$ cat src/rtl/drop_controller.sv
// Arbitrates gravity ticks and player buttons into one board move at a time,
// and runs lock delay, hard drop and gravity-timer restart.
module drop_controller #(
  parameter int unsigned LOCK_CYCLES = 5_000_000,
  parameter int unsigned CW          = 32,
  parameter int unsigned HARD_MAX    = 24
) (
  input  logic       clk,
  input  logic       rst,
  input  logic       tick_down,
  input  logic       btn_left,
  input  logic       btn_right,
  input  logic       btn_rot,
  input  logic       btn_soft,
  input  logic       btn_hard,
  output logic       cmd_valid,
  output logic [1:0] cmd_op,
  input  logic       cmd_ready,
  input  logic       resp_valid,
  input  logic       resp_ok,
  output logic       lock_req,
  input  logic       lock_ack,
  output logic       rst_timer,
  output logic       busy
);

  localparam int unsigned SW = $clog2(HARD_MAX + 1);

  localparam logic [1:0] OP_LEFT  = 2'd0;
  localparam logic [1:0] OP_RIGHT = 2'd1;
  localparam logic [1:0] OP_ROT   = 2'd2;
  localparam logic [1:0] OP_DOWN  = 2'd3;

  typedef enum logic [1:0] {S_IDLE, S_ISSUE, S_WAIT, S_LOCK} state_t;

  state_t        state_q;
  logic          pend_left_q, pend_right_q, pend_rot_q, pend_down_q, pend_hard_q, soft_q;
  logic          pend_left_d, pend_right_d, pend_rot_d, pend_down_d, pend_hard_d, soft_d;
  logic          cur_soft_q, hard_q, lock_pending_q;
  logic [CW-1:0] lock_cnt_q;
  logic [SW-1:0] step_q;
  logic [SW-1:0] step_inc_c;
  logic [1:0]    op_q;
  logic          cmd_valid_q, lock_req_q, rst_timer_q, busy_q;

  logic idle_c, lock_due_c, go_c, flush_c;
  logic sel_hard_c, sel_down_c, sel_rot_c, sel_left_c, sel_right_c;

  // IDLE arbitration; an expired lock delay pre-empts every pending move
  always_comb begin
    idle_c      = (state_q == S_IDLE);
    lock_due_c  = lock_pending_q && (lock_cnt_q == '0);
    go_c        = idle_c && !lock_due_c;
    flush_c     = (state_q == S_LOCK) && lock_ack;
    sel_hard_c  = go_c && pend_hard_q;
    sel_down_c  = go_c && !pend_hard_q && pend_down_q;
    sel_rot_c   = go_c && !pend_hard_q && !pend_down_q && pend_rot_q;
    sel_left_c  = go_c && !pend_hard_q && !pend_down_q && !pend_rot_q && pend_left_q;
    sel_right_c = go_c && !pend_hard_q && !pend_down_q && !pend_rot_q && !pend_left_q
                  && pend_right_q;
    step_inc_c  = step_q + SW'(1);
  end

  // Pending bits: a new pulse wins over the issue-clear; a lock flushes everything
  always_comb begin
    pend_hard_d  = flush_c ? 1'b0 : ((pend_hard_q  & ~sel_hard_c) | btn_hard);
    pend_down_d  = flush_c ? 1'b0 : ((pend_down_q  & ~(sel_hard_c | sel_down_c))
                                     | tick_down | btn_soft);
    soft_d       = flush_c ? 1'b0 : ((soft_q       & ~(sel_hard_c | sel_down_c)) | btn_soft);
    pend_rot_d   = flush_c ? 1'b0 : ((pend_rot_q   & ~sel_rot_c)   | btn_rot);
    pend_left_d  = flush_c ? 1'b0 : ((pend_left_q  & ~sel_left_c)  | btn_left);
    pend_right_d = flush_c ? 1'b0 : ((pend_right_q & ~sel_right_c) | btn_right);
  end

  always_ff @(posedge clk or negedge rst) begin
    if (!rst) begin
      state_q        <= S_IDLE;
      pend_left_q    <= 1'b0;
      pend_right_q   <= 1'b0;
      pend_rot_q     <= 1'b0;
      pend_down_q    <= 1'b0;
      pend_hard_q    <= 1'b0;
      soft_q         <= 1'b0;
      cur_soft_q     <= 1'b0;
      hard_q         <= 1'b0;
      lock_pending_q <= 1'b0;
      lock_cnt_q     <= '0;
      step_q         <= '0;
      op_q           <= OP_LEFT;
      cmd_valid_q    <= 1'b0;
      lock_req_q     <= 1'b0;
      rst_timer_q    <= 1'b0;
      busy_q         <= 1'b0;
    end else begin
      pend_left_q  <= pend_left_d;
      pend_right_q <= pend_right_d;
      pend_rot_q   <= pend_rot_d;
      pend_down_q  <= pend_down_d;
      pend_hard_q  <= pend_hard_d;
      soft_q       <= soft_d;
      rst_timer_q  <= 1'b0;

      if (lock_pending_q && (state_q != S_LOCK) && (lock_cnt_q != '0))
        lock_cnt_q <= lock_cnt_q - CW'(1);

      unique case (state_q)
        S_IDLE: begin
          if (lock_due_c) begin
            state_q    <= S_LOCK;
            lock_req_q <= 1'b1;
            busy_q     <= 1'b1;
          end else if (sel_hard_c || sel_down_c || sel_rot_c || sel_left_c || sel_right_c) begin
            state_q     <= S_ISSUE;
            cmd_valid_q <= 1'b1;
            busy_q      <= 1'b1;
            cur_soft_q  <= sel_down_c && soft_q;
            if (sel_hard_c) begin
              hard_q <= 1'b1;
              step_q <= '0;
            end
            if (sel_hard_c || sel_down_c) op_q <= OP_DOWN;
            else if (sel_rot_c)           op_q <= OP_ROT;
            else if (sel_left_c)          op_q <= OP_LEFT;
            else                          op_q <= OP_RIGHT;
          end
        end
        S_ISSUE: begin
          if (cmd_ready) begin
            state_q     <= S_WAIT;
            cmd_valid_q <= 1'b0;
          end
        end
        S_WAIT: begin
          if (resp_valid) begin
            state_q <= S_IDLE;
            busy_q  <= 1'b0;
            if (op_q == OP_DOWN && hard_q) begin
              // Hard drop keeps stepping until blocked or the row limit is hit
              if (resp_ok) step_q <= step_inc_c;
              if (resp_ok && (step_inc_c < SW'(HARD_MAX))) begin
                state_q     <= S_ISSUE;
                cmd_valid_q <= 1'b1;
                busy_q      <= 1'b1;
              end else begin
                state_q    <= S_LOCK;
                lock_req_q <= 1'b1;
                busy_q     <= 1'b1;
              end
            end else if (op_q == OP_DOWN) begin
              if (resp_ok) begin
                lock_pending_q <= 1'b0;
                rst_timer_q    <= cur_soft_q;
              end else if (!lock_pending_q) begin
                lock_pending_q <= 1'b1;
                lock_cnt_q     <= CW'(LOCK_CYCLES);
              end
            end else if (resp_ok) begin
              lock_pending_q <= 1'b0;
            end
          end
        end
        S_LOCK: begin
          if (lock_ack) begin
            state_q        <= S_IDLE;
            busy_q         <= 1'b0;
            lock_req_q     <= 1'b0;
            rst_timer_q    <= 1'b1;
            lock_pending_q <= 1'b0;
            hard_q         <= 1'b0;
          end
        end
        default: state_q <= S_IDLE;
      endcase
    end
  end

  assign cmd_valid = cmd_valid_q;
  assign cmd_op    = op_q;
  assign lock_req  = lock_req_q;
  assign rst_timer = rst_timer_q;
  assign busy      = busy_q;

endmodule

$ cat config.mk
export PLATFORM = sky130hd
export DESIGN_NAME = drop_controller
export DESIGN_NICKNAME = d
export VERILOG_FILES = /design/src/rtl/drop_controller.sv
export SDC_FILE = /design/constraint.sdc
export NUM_CORES = 1
export LEC_CHECK = 0
export CAP_MARGIN = 25
export CORE_MARGIN = 1.5
export CORE_UTILIZATION = 26
export CTS_CLUSTER_SIZE = 28
export DETAILED_ROUTE_END_ITERATION = 8
export PLACE_DENSITY = 0.44
export SLEW_MARGIN = 20
export SYNTH_ARGS = -nofsm -noshare
export SYNTH_HDL_FRONTEND = slang
export SYNTH_SLANG_ARGS = --single-unit
$ cat constraint.sdc
create_clock -name clk -period 4.4 [get_ports clk]
set_clock_uncertainty 0.1 [all_clocks]
set_input_delay 0.66 -clock clk [delete_from_list [all_inputs] [get_ports clk]]
set_output_delay 0.66 -clock clk [all_outputs]
set_load 0.05 [all_outputs]
======== Word level (Yosys, flattened, before mapping) ========
Index checks and enable logic that the tools add are counted.
storage, ports and cells
  logic and storage cells ................. 165
  bits of input ports ..................... 12
  register bits ........................... 54
  output and inout bits ................... 6
cells by class
  reduce and logical (&&, ||, !) cells .... 42
  $lt $le $gt $ge ......................... 1
  multiplexer cells ....................... 64
  bitwise operators ....................... 20
  add/sub/neg operators ................... 2
  eq/ne operators ......................... 19
operators by type and width
  cell                   number
  $mux 32                7
  $mux 1                 34
  $logic_not 32->1       1
  $reduce_bool 32->1     1
  $sub 32x1->32 const B  1
  $mux 5                 6
  $ne 2x2->1 const B     10
  $mux 2                 9
  $logic_and 1x1->1      17
  $reduce_and 7->1       2
  $pmux 5 s2             1
  $reduce_and 5->1       2
  $pmux 1 s3             3
  $or 1x1->1             8
  $pmux 2 s4             1
  $reduce_and 4->1       2
  $and 1x1->1            6
  $eq 2x2->1 const B     3
  $ne 2x1->1 const B     3
  $not 1->1              6
  $pmux 1 s2             3
  $reduce_and 6->1       1
  $reduce_bool 2->1      3
  $reduce_bool 3->1      2
  other kinds (9)        16

======== Depth between registers and ports, before layout ========
Gate-level depths: netlist (run 1).
  depth after elaboration ................. 13
  mapped depth ............................ 9
  depth with buffers taken out ............ 7

======== Worst setup path after synthesis (run 1) ========
No wires, ideal clock.
  path kind ............................... register to register
  from .................................... reg lock_cnt_q[0]
  to ...................................... reg lock_cnt_q[29]
  setup slack ............................. 1.907 ns
  setup time .............................. 0.124 ns
  data required time ...................... 4.176 ns
  buffers on the path ..................... 2
  cell stages (with the launch flop) ...... 10
  data arrival time ....................... 2.268 ns
  period minus slack after synthesis ...... 2.493 ns
  path through ............................ dfrtp_1 > inv_1 > ha_1 > nor4b_1 > and4_1 > clkbuf_1 > or4_1 > buf_2 > or4_1 > mux2i_1
on the way
  longest elaborated chain between the ends .. 9
  elaborated cells on any way between the ends .. 10
  classes of those cells .................. 1 x add/sub; 7 x mux; 2 x reduce/logical
ends and longest elaborated chain
  what                                                   line  source
  start, declared                                        40    logic [CW-1:0] lock_cnt_q;
  start signal, assigned                                 104   lock_cnt_q <= lock_cnt_q - CW'(1);
  start signal, assigned                                 155   lock_cnt_q <= CW'(LOCK_CYCLES);
  branches (longest 2 deep; another with $sub 32x1->32)  n/a
  $mux 32 (*)                                            103   if (lock_pending_q && (state_q != S_LOCK) && (lock_cnt_q != '0))
  $mux 32                                                153   end else if (!lock_pending_q) begin
  $mux 32                                                150   if (resp_ok) begin
  $mux 32                                                149   end else if (op_q == OP_DOWN) begin
  $mux 32                                                137   if (op_q == OP_DOWN && hard_q) begin
  $mux 32                                                134   if (resp_valid) begin
  $mux 32 (*)                                            106   unique case (state_q)
Mark *: on every way between the ends.
A chain may end at the register's enable or synchronous reset.

======== Worst setup path in the final report (run 1) ========
  from .................................... reg lock_cnt_q[13]
  to ...................................... reg lock_cnt_q[23]
The elaborated chain is that of the path after synthesis.

==> results_dict.tcl, run 1 <==
set metrics [dict create \
    initial_core_util 0.270 \
    drv_slew 0 \
    syn_inst 320 \
    cp-start-kind "flip-flop" \
    clk_pin_slew_ns 0.07 \
    required_ns 4.48 \
    drc 0 \
    crit_slowest_cell "or4_1" \
    cts_tree "yes" \
    synth.area.top_cells "dfrtp_1 46%, nand2_1 4.8%, or4_1 3.3%, nor2_1 2.9%, o31ai_1 2.8%" \
    drive_gt1_frac 0.0710 \
    worstSetupPathType "flip-flop to flip-flop" \
    yosysSeqAreaShare 0.456 \
    grt_pass1_vias 2475 \
    path_cells "nor3_1 > nand3_2 > or4_1 > or4_1 > mux2i_1" \
    finalSetupViolations 0 \
    cts_sinks 54 \
    cts_made_buffers 5 \
    syn-cell-area_sq_um 2960 \
    synthToLayoutAreaGrowth_pct 16.9 \
    grt_remaining_overflow 0 \
    tns_ns 0 \
    hold_path_class "flip-flop to flip-flop" \
    holdBufCountCts 0 \
    synth_top_family_by_area "simple AND/OR/NAND/NOR gates" \
    die_area_sq_um 12000 \
    ys_ff_latch 54 \
    syn_nets 335 \
    antennaDiodeCount 0 \
    final.period_utilization 0.617 \
    vias 2523 \
    power_density_nw_per_um2 602 \
    top_usage_layer "met2" \
    hpwl_um 5200 \
    clockBufferDepth 2 \
    synth_simple_gate_area_share 0.269 \
    yosys_most_used_dff "dfrtp_1" \
    max_freq_mhz 368 \
    drv_cap 0 \
    gp_congestion 0.754 \
    max_stage_delay_ns 0.75 \
    clkLatencyLatePin_ns 0.30 \
    rows 38 \
    finalHoldViolCount 0 \
    cpMostUsedCell "or4_1" \
    synth.avg_cell_area_sq_um 9.26 \
    use_met3 0.0296 \
    critPathCaptureType "flip-flop" \
    dr.pass1.iters 4 \
    htree_levels 2 \
    drt_iter0_drc 105 \
    tightest_slew_ns 0.738 \
    synthArstFlopShare 1.00 \
    outcome "finished, final reports clean" \
    rsz0062_at_grt "no" \
    final_nets 352 \
    boundaryPins 18 \
    track_usage 0.136 \
    nFillCells 1141 \
    routed_wl_um 7440 \
    antenna_found_initial 0 \
    cts_resized 0 \
    muxShareOfSynthArea 0.0308 \
    grt_max_degree 55 \
    vias_per_cell 5.28 \
    die_h_um 110 \
    synth_fa_ha_area_frac 0.0127 \
    ir_drop_uv 297 \
    final_cell_mix "54 x dfrtp_1, 38 x nand2_1, 23 x nor2_1" \
    coreArea_sq_um 11000 \
    io_buffers 17 \
    final_antenna_net_count 0 \
    synth_top_area_frac 0.456 \
    post-route-min-period_ns 2.71 \
    relSlewSlack 0.508 \
    cts_setup_buffers 0 \
    worstPathArrival_ns 2.79 \
    wl_per_cell_um 15.6 \
    root_buffer "clkbuf_16" \
    synth_xor_area_frac 0.0118 \
    placed_area_sq_um 3300 \
    grt_pass1_wl_um 12500 \
    leakage_nw 1.33 \
    synth_area_leader_cell "dfrtp_1" \
    final_common_cell "dfrtp_1" \
    synth_compound_area_frac 0.192 \
    yosys_warnings 0 \
    ys_types 53 \
    crit_fanout 11 \
    met2_usage 0.218 \
    met1_usage 0.183 \
    postLayoutCellArea_sq_um 3460 \
    die_x_um 110 \
    synth_edf_count 0 \
]
-- cells by family after synthesis --
| kind of cell | count (synthesis) |
|---|---|
| xor gates and xnor gates | 4 |
| and+or+nand+nor | 146 |
| DFF | 54 |
| adders and majority gates | 3 |
| muxes | 9 |
| AOI/OAI and AO/OA | 82 |
| buffers and inverters | 22 |
-- per-layer routing --
metal  share of wire  vias to the layer above
met2            0.46                       43
met4           0.010                        0
met5               0                        -
met3           0.032                        8
li1                -                     1251
met1            0.50                     1221
-- path summary, 6_finish.rpt --
check / start / end / slack, ns / cells after the start
hold / removal: lock_cnt_q[15] / lock_cnt_q[15] / 0.38 / 1
setup reg to reg: lock_cnt_q[13] / lock_cnt_q[23] / 1.69 / 5
hold reg to reg: lock_cnt_q[15] / lock_cnt_q[15] / 0.38 / 1
min in group asynchronous: rst / lock_cnt_q[16] / 0.41 / 2
setup / recovery: lock_cnt_q[13] / lock_cnt_q[23] / 1.69 / 5
max in group asynchronous: rst / lock_cnt_q[4] / 3.32 / 2
-- worst max-delay path: cells and delay by family, from the launching register on --
kind,cells,cell delay (ns)
flops,1,0.42
simple gates,4,1.94
mux,1,0.13
-- layout make-up --
| cell class | count | area [sq um] | area share |
|---|---|---|---|
| sequential | 54 | 1350 | 0.390 |
| clock buffer | 5 | 125 | 0.0361 |
| inverter | 10 | 37.5 | 0.0108 |
| multi-input combinational | 244 | 1530 | 0.441 |
| timing repair buffer | 22 | 203 | 0.0585 |
| clock inverter | 3 | 43.8 | 0.0126 |
| tap | 140 | 175 | 0.0506 |
-- power by group --
group	internal [W]	switching (W)	leakage, nW
combinational	0.000287	0.000398	0.640
clock	0.000270	0.000192	0.0842
sequential	0.000682	0.000254	0.607
total	0.00124	0.000845	1.33
-- cell usage after synthesis (all sizes together) (2+ instances only) --
library cell  instances
nor4                 12
and3                  7
nand3b                2
or3                   4
nand2b                5
nor2                 23
a211oi                5
a31oi                 5
o311ai                4
xnor2                 4
o31ai                11
nor3                 10
o41ai                 2
nand2                38
o21ai                15
and2                  3
or2                   2
o211ai                7
o22ai                 2
mux2i                 8
nand4                 5
a21oi                14
a221oi                2
nor2b                 3
o21a                  2
a31o                  2
nor3b                 2
clkbuf                9
ha                    3
or4                  13
buf                   3
nand3                11
o22a                  2
and4                  4
dfrtp                54
inv                  10
-- registers in the layout, indices dropped and copies added, names as in the netlist, 2 cells and up --
name and flops:
lock_cnt_q 32, step_q 5, cmd_op 2, state_q 2
-- through the flow --
stage | util | cells | hold slack [ns] | setup slack, ns | power, W
after CTS | 0.315 | 478 | 0.395 | 1.68 | 0.00211
after global routing | 0.315 | 478 | 0.420 | 1.50 | 0.00225
final | 0.315 | 478 | 0.384 | 1.69 | 0.00208
after floorplan | - | 320 | 0.264 | 1.91 | 0.00139
after global placement | 0.300 | 470 | 0.367 | 1.72 | 0.00163
after detailed placement | 0.300 | 470 | 0.386 | 1.70 | 0.00163
Note: power is estimated with default switching activity, not from simulation.
==> inputs of run 2 (changes only) <==
Settings changed: PLACE_DENSITY 0.44 to 0.46.
Clock period 4.4 ns to 2.4 ns, I/O delays scaled along.
==> run 2 against run 1 <==
Effect of this change:
- first-iteration DRC count unchanged
- wire length increased by 4.0%
- largest cell class unchanged
- critical path type unchanged
- clock-buffer cell count unchanged
- maximum frequency increased by 17%
- final cell count increased by 6.1%
==> results_dict.tcl, run 2 (synthesized netlist as in run 1, its figures left out) <==
set metrics [dict create \
    grt_pass1_wl_um 13200 \
    finalHoldViolCount 0 \
    wl_per_cell_um 15.3 \
    power_density_nw_per_um2 1080 \
    cts_made_buffers 5 \
    antenna_found_initial 0 \
    startpoint "lock_cnt_q[0]" \
    finalSetupViolations 0 \
    clk_pin_slew_ns 0.07 \
    cts_tree "yes" \
    coreArea_sq_um 11000 \
    total_power_w 0.00403 \
    rsz0062_at_grt "yes" \
    dp_cells 498 \
    vias_per_cell 5.23 \
    clockBufferDepth 2 \
    die_area_sq_um 12000 \
    post-route-min-period_ns 2.31 \
    tns_ns 0 \
    leakage_nw 1.48 \
    regMostFlops "lock_cnt_q" \
    ir_drop_uv 538 \
    cp-start-kind "flip-flop" \
    worstPathArrival_ns 2.39 \
    placed_area_sq_um 3540 \
    track_usage 0.142 \
    routed_wl_um 7730 \
    cts_setup_buffers 0 \
    clkLatencyLatePin_ns 0.29 \
    largest_register_ffs 32 \
    critPathCaptureType "flip-flop" \
    final.period_utilization 0.964 \
    grt_pass1_vias 2684 \
    grt_max_degree 35 \
    io_buffers 17 \
    max_freq_mhz 432 \
    reg2reg_from "lock_cnt_q[0]" \
    hpwl_um 5630 \
    min_from "lock_cnt_q[23]" \
    fin_cells 507 \
    final_util 0.339 \
    hold_path_class "flip-flop to flip-flop" \
    grt_remaining_overflow 0 \
    gp_congestion 0.768 \
    drv_slew 0 \
    vias 2653 \
    outcome "finished, final reports clean" \
    initial_core_util 0.270 \
    tightest_slew_ns 0.522 \
    drive_gt1_frac 0.153 \
    final_antenna_net_count 0 \
    htree_levels 2 \
    worstSetupPathType "flip-flop to flip-flop" \
    drc 0 \
    postLayoutCellArea_sq_um 3730 \
    root_buffer "clkbuf_16" \
    die_x_um 110 \
    rows 38 \
    relSlewSlack 0.652 \
    top_regs "lock_cnt_q x32, step_q x5" \
    synthToLayoutAreaGrowth_pct 25.8 \
    crit_fanout 7 \
    drt_iter0_drc 105 \
    dr.pass1.iters 4 \
    antennaDiodeCount 0 \
    drv_cap 0 \
    die_h_um 110 \
    final_nets 381 \
    cts_sinks 54 \
    boundaryPins 18 \
    final_common_cell "dfrtp_1" \
    final_cell_mix "54 x dfrtp_1, 38 x nand2_1, 31 x buf_4" \
    required_ns 2.48 \
]
[run 2: cell count changes in the layout (fill, tap and decap cells not counted), sizes merged]
cell and delta:
clkinvlp +2, buf +28, clkinv -1, inv -1, dlygate4sd3 +1
[run 2: power by group]
| group | internal (W) | switching, W |
|---|---|---|
| clock network | 0.000493 | 0.000348 |
| registers | 0.00125 | 0.000347 |
| logic | 0.000675 | 0.000910 |
| total | 0.00242 | 0.00161 |
[run 2: path summary, 6_finish.rpt]
| check | slack (ns) | cells after the start | endpoint |
|---|---|---|---|
| worst max-delay path | 0.09 | 7 | lock_cnt_q[23] |
| worst min-delay path | 0.41 | 1 | lock_cnt_q[23] |
| worst max register to register | 0.09 | 7 | lock_cnt_q[23] |
| worst min register to register | 0.41 | 1 | lock_cnt_q[23] |
| max in group asynchronous | 1.16 | 3 | step_q[0] |
| min in group asynchronous | 0.47 | 2 | lock_cnt_q[16] |
[run 2: final cells by class]
type                            instances  area, sq um
Clock buffer                            5          125
Timing Repair Buffer                   51          448
Tap cell                              140          175
Sequential cell                        54         1350
Inverter                               10         37.5
Clock inverter                          3         45.0
Fill cell                            1120         7250
Multi-Input combinational cell        244         1550
[run 2: layer usage]
layer / wire, um / vias to the layer above / GRT usage
li1: - / 1307 / -
met5: 0 / - / 0
met1: 3890 / 1309 / 0.191
met4: 26 / 0 / 0.0250
met2: 3610 / 35 / 0.237
met3: 206 / 2 / 0.0279
[run 2: worst max-delay path, stage by stage (launching register included)]
cell     delay (ns)
dfrtp_1        0.41
inv_1          0.09
ha_1           0.19
nor4b_1        0.14
and4_1         0.23
or4_4          0.47
or4_1          0.44
mux2i_1        0.13
[run 2: stage by stage]
stage	setup WS, ns	hold WS, ns
global route	-0.0150	0.440
CTS	0.0823	0.418
detailed placement	0.0967	0.276
floorplan	0.0201	-0.0356
global placement	0.141	0.268
finish	0.0862	0.415
[run 2: what timing repair did]
action / CTS / global route
gates resized for setup: 0 / 2
hold buffers: 1 / 0
endpoints found under the setup margin: 0 / 4
hold endpoints to repair: 20 / 0
==> inputs of run 3 (changes only) <==
Settings changed: CORE_UTILIZATION 26 to 53, HOLD_SLACK_MARGIN set to 0.12, PLACE_DENSITY 0.46 to 0.78.
==> run 3 against run 2 <==
Effect of this change:
- flip-flop and latch count did not move
- register-to-register slack got worse by 0.02 ns
- maximum frequency is 0.76% lower
- first-iteration DRC count increased by 40%
- critical endpoint unchanged
- highest routed layer unchanged
==> results_dict.tcl, run 3 (synthesized netlist as in run 1, its figures left out) <==
set metrics [dict create \
    hold_path_class "flip-flop to flip-flop" \
    holdPathStages 1 \
    p_int_w 0.00210 \
    multi_input_area_sq_um 1560 \
    drv_slew 0 \
    route.top_layer_used "met4" \
    ir_drop_uv 680 \
    synthToLayoutAreaGrowth_pct 18.7 \
    initial_core_util 0.545 \
    track_usage 0.239 \
    critPathCaptureType "flip-flop" \
    reg2reg_to "lock_cnt_q[23]" \
    cts_sinks 54 \
    dp_cells 423 \
    max_freq_mhz 429 \
    nFillCells 469 \
    htree_levels 2 \
    combPwrFrac 0.410 \
    routed_wl_um 6980 \
    seqPwrFrac 0.449 \
    coreArea_sq_um 5440 \
    drive_gt1_frac 0.149 \
    vias 2692 \
    ff2ff_path_depth 5 \
    clockBufferDepth 2 \
    cts_tree "yes" \
    worstSetupPathType "flip-flop to flip-flop" \
    outcome "finished, final reports clean" \
    post-route-min-period_ns 2.33 \
    grt_max_degree 55 \
    top_regs "lock_cnt_q x32, step_q x5" \
    wl_met3_um 268 \
    total_power_w 0.00364 \
    tightest_slew_ns 0.681 \
    rsz0062_at_grt "yes" \
    finalHoldViolCount 0 \
    grt_pass1_vias 2561 \
    antenna_found_initial 0 \
    whs_ns 0.396 \
    drt_iter0_drc 147 \
    final.period_utilization 0.972 \
    seq_area_sq_um 1360 \
    p_clk_frac 0.141 \
    clk_pin_slew_ns 0.10 \
    vias_per_cell 6.19 \
    cts_made_buffers 5 \
    root_buffer "clkbuf_8" \
    swShare 0.423 \
    drv_cap 0 \
    antennaDiodeCount 0 \
    min_from "lock_cnt_q[15]" \
    final_cell_mix "51 x dfrtp_1, 38 x nand2_1, 28 x buf_4" \
    die_h_um 77.8 \
    postLayoutCellArea_sq_um 3520 \
    crit_fanout 5 \
    wl_met2_um 3380 \
    drc 0 \
    grt_remaining_overflow 0 \
    placed_area_sq_um 3380 \
    clkLatencyLatePin_ns 0.31 \
    p_sw_w 0.00154 \
    rows 27 \
    fin_cells 435 \
    wl_per_cell_um 16.0 \
    die_area_sq_um 6050 \
    cp-start-kind "flip-flop" \
    io_buffers 17 \
    leakage_nw 1.41 \
    largest_register_ffs 32 \
    regMostFlops "lock_cnt_q" \
    required_ns 2.49 \
    worstPathArrival_ns 2.43 \
    power_density_nw_per_um2 1030 \
    die_x_um 77.8 \
    gp_congestion 0.856 \
    final_common_cell "dfrtp_1" \
    finalSetupViolations 0 \
    tns_ns 0 \
    final_antenna_net_count 0 \
    grt_pass1_wl_um 11600 \
    final_nets 377 \
    boundaryPins 18 \
    hpwl_um 4790 \
    dr.pass1.iters 4 \
    min_to "lock_cnt_q[15]" \
    relSlewSlack 0.546 \
    reg2reg_from "lock_cnt_q[9]" \
    drt-met1-wl_um 3220 \
    reg2reg_slack_ns 0.07 \
]
==> run 3: cell count changes in the layout (fill, tap and decap cells not counted), sizes merged <==
cell	delta
bufinv	-1
or4	+1
buf	-5
clkinv	+2
clkinvlp	-1
==> run 3: critical path, stage by stage, from the launching register on <==
cell	delay [ns]
dfrtp_2	0.46
nor4_4	0.33
nand3_2	0.15
or4_4	0.60
or4_1	0.44
mux2i_1	0.14
==> run 3: how the worst max path moves through the flow <==
stage,start,endpoint,slack (ns),cells past startpoint
after CTS,lock_cnt_q[0],lock_cnt_q[23],0.05,7
after floorplan,lock_cnt_q[9],lock_cnt_q[29],0.02,6
after detailed placement,lock_cnt_q[0],lock_cnt_q[23],0.08,7
after global placement,lock_cnt_q[0],lock_cnt_q[23],0.14,7
after global routing,lock_cnt_q[9],lock_cnt_q[29],-0.004,5
final,lock_cnt_q[9],lock_cnt_q[23],0.07,5
==> run 3: layout make-up <==
type                       instances  area share
clock buffer                       5      0.0196
clock inverter                     3     0.00605
inverter                          10      0.0107
multi-input combinational        245       0.443
sequential                        54       0.385
tap                               72      0.0256
timing repair buffer              46       0.110
==> run 3: timing repair <==
item                                    4_1_cts  5_1_grt
hold buffers                                  1        0
resized for setup                             0        5
endpoints found under the setup margin        0        7
setup buffers                                 0        2
endpoints found under the hold margin        54        0
==> run 3: per-stage QoR <==
stage,util,setup WS (ns)
after CTS,0.639,0.0451
after floorplan,-,0.0201
after detailed placement,0.621,0.0811
after global routing,0.647,-0.00371
after global placement,0.621,0.145
final,0.647,0.0684
==> run 3: metal layers <==
metal | GRT usage | vias up
li1 | - | 1301
met1 | 0.316 | 1305
met2 | 0.396 | 72
met3 | 0.0412 | 14
met4 | 0.0800 | 0
met5 | 0 | -
==> run 3: power groups by stage <==
stage	Clock, W	Combinational (W)	Sequential, W
finish	0.000515	0.00149	0.00163
global route	0.000562	0.00165	0.00169
CTS	0.000520	0.00148	0.00161
detailed placement	0	0.00147	0.00163
global placement	0	0.00144	0.00161
floorplan	0	0.000847	0.00171
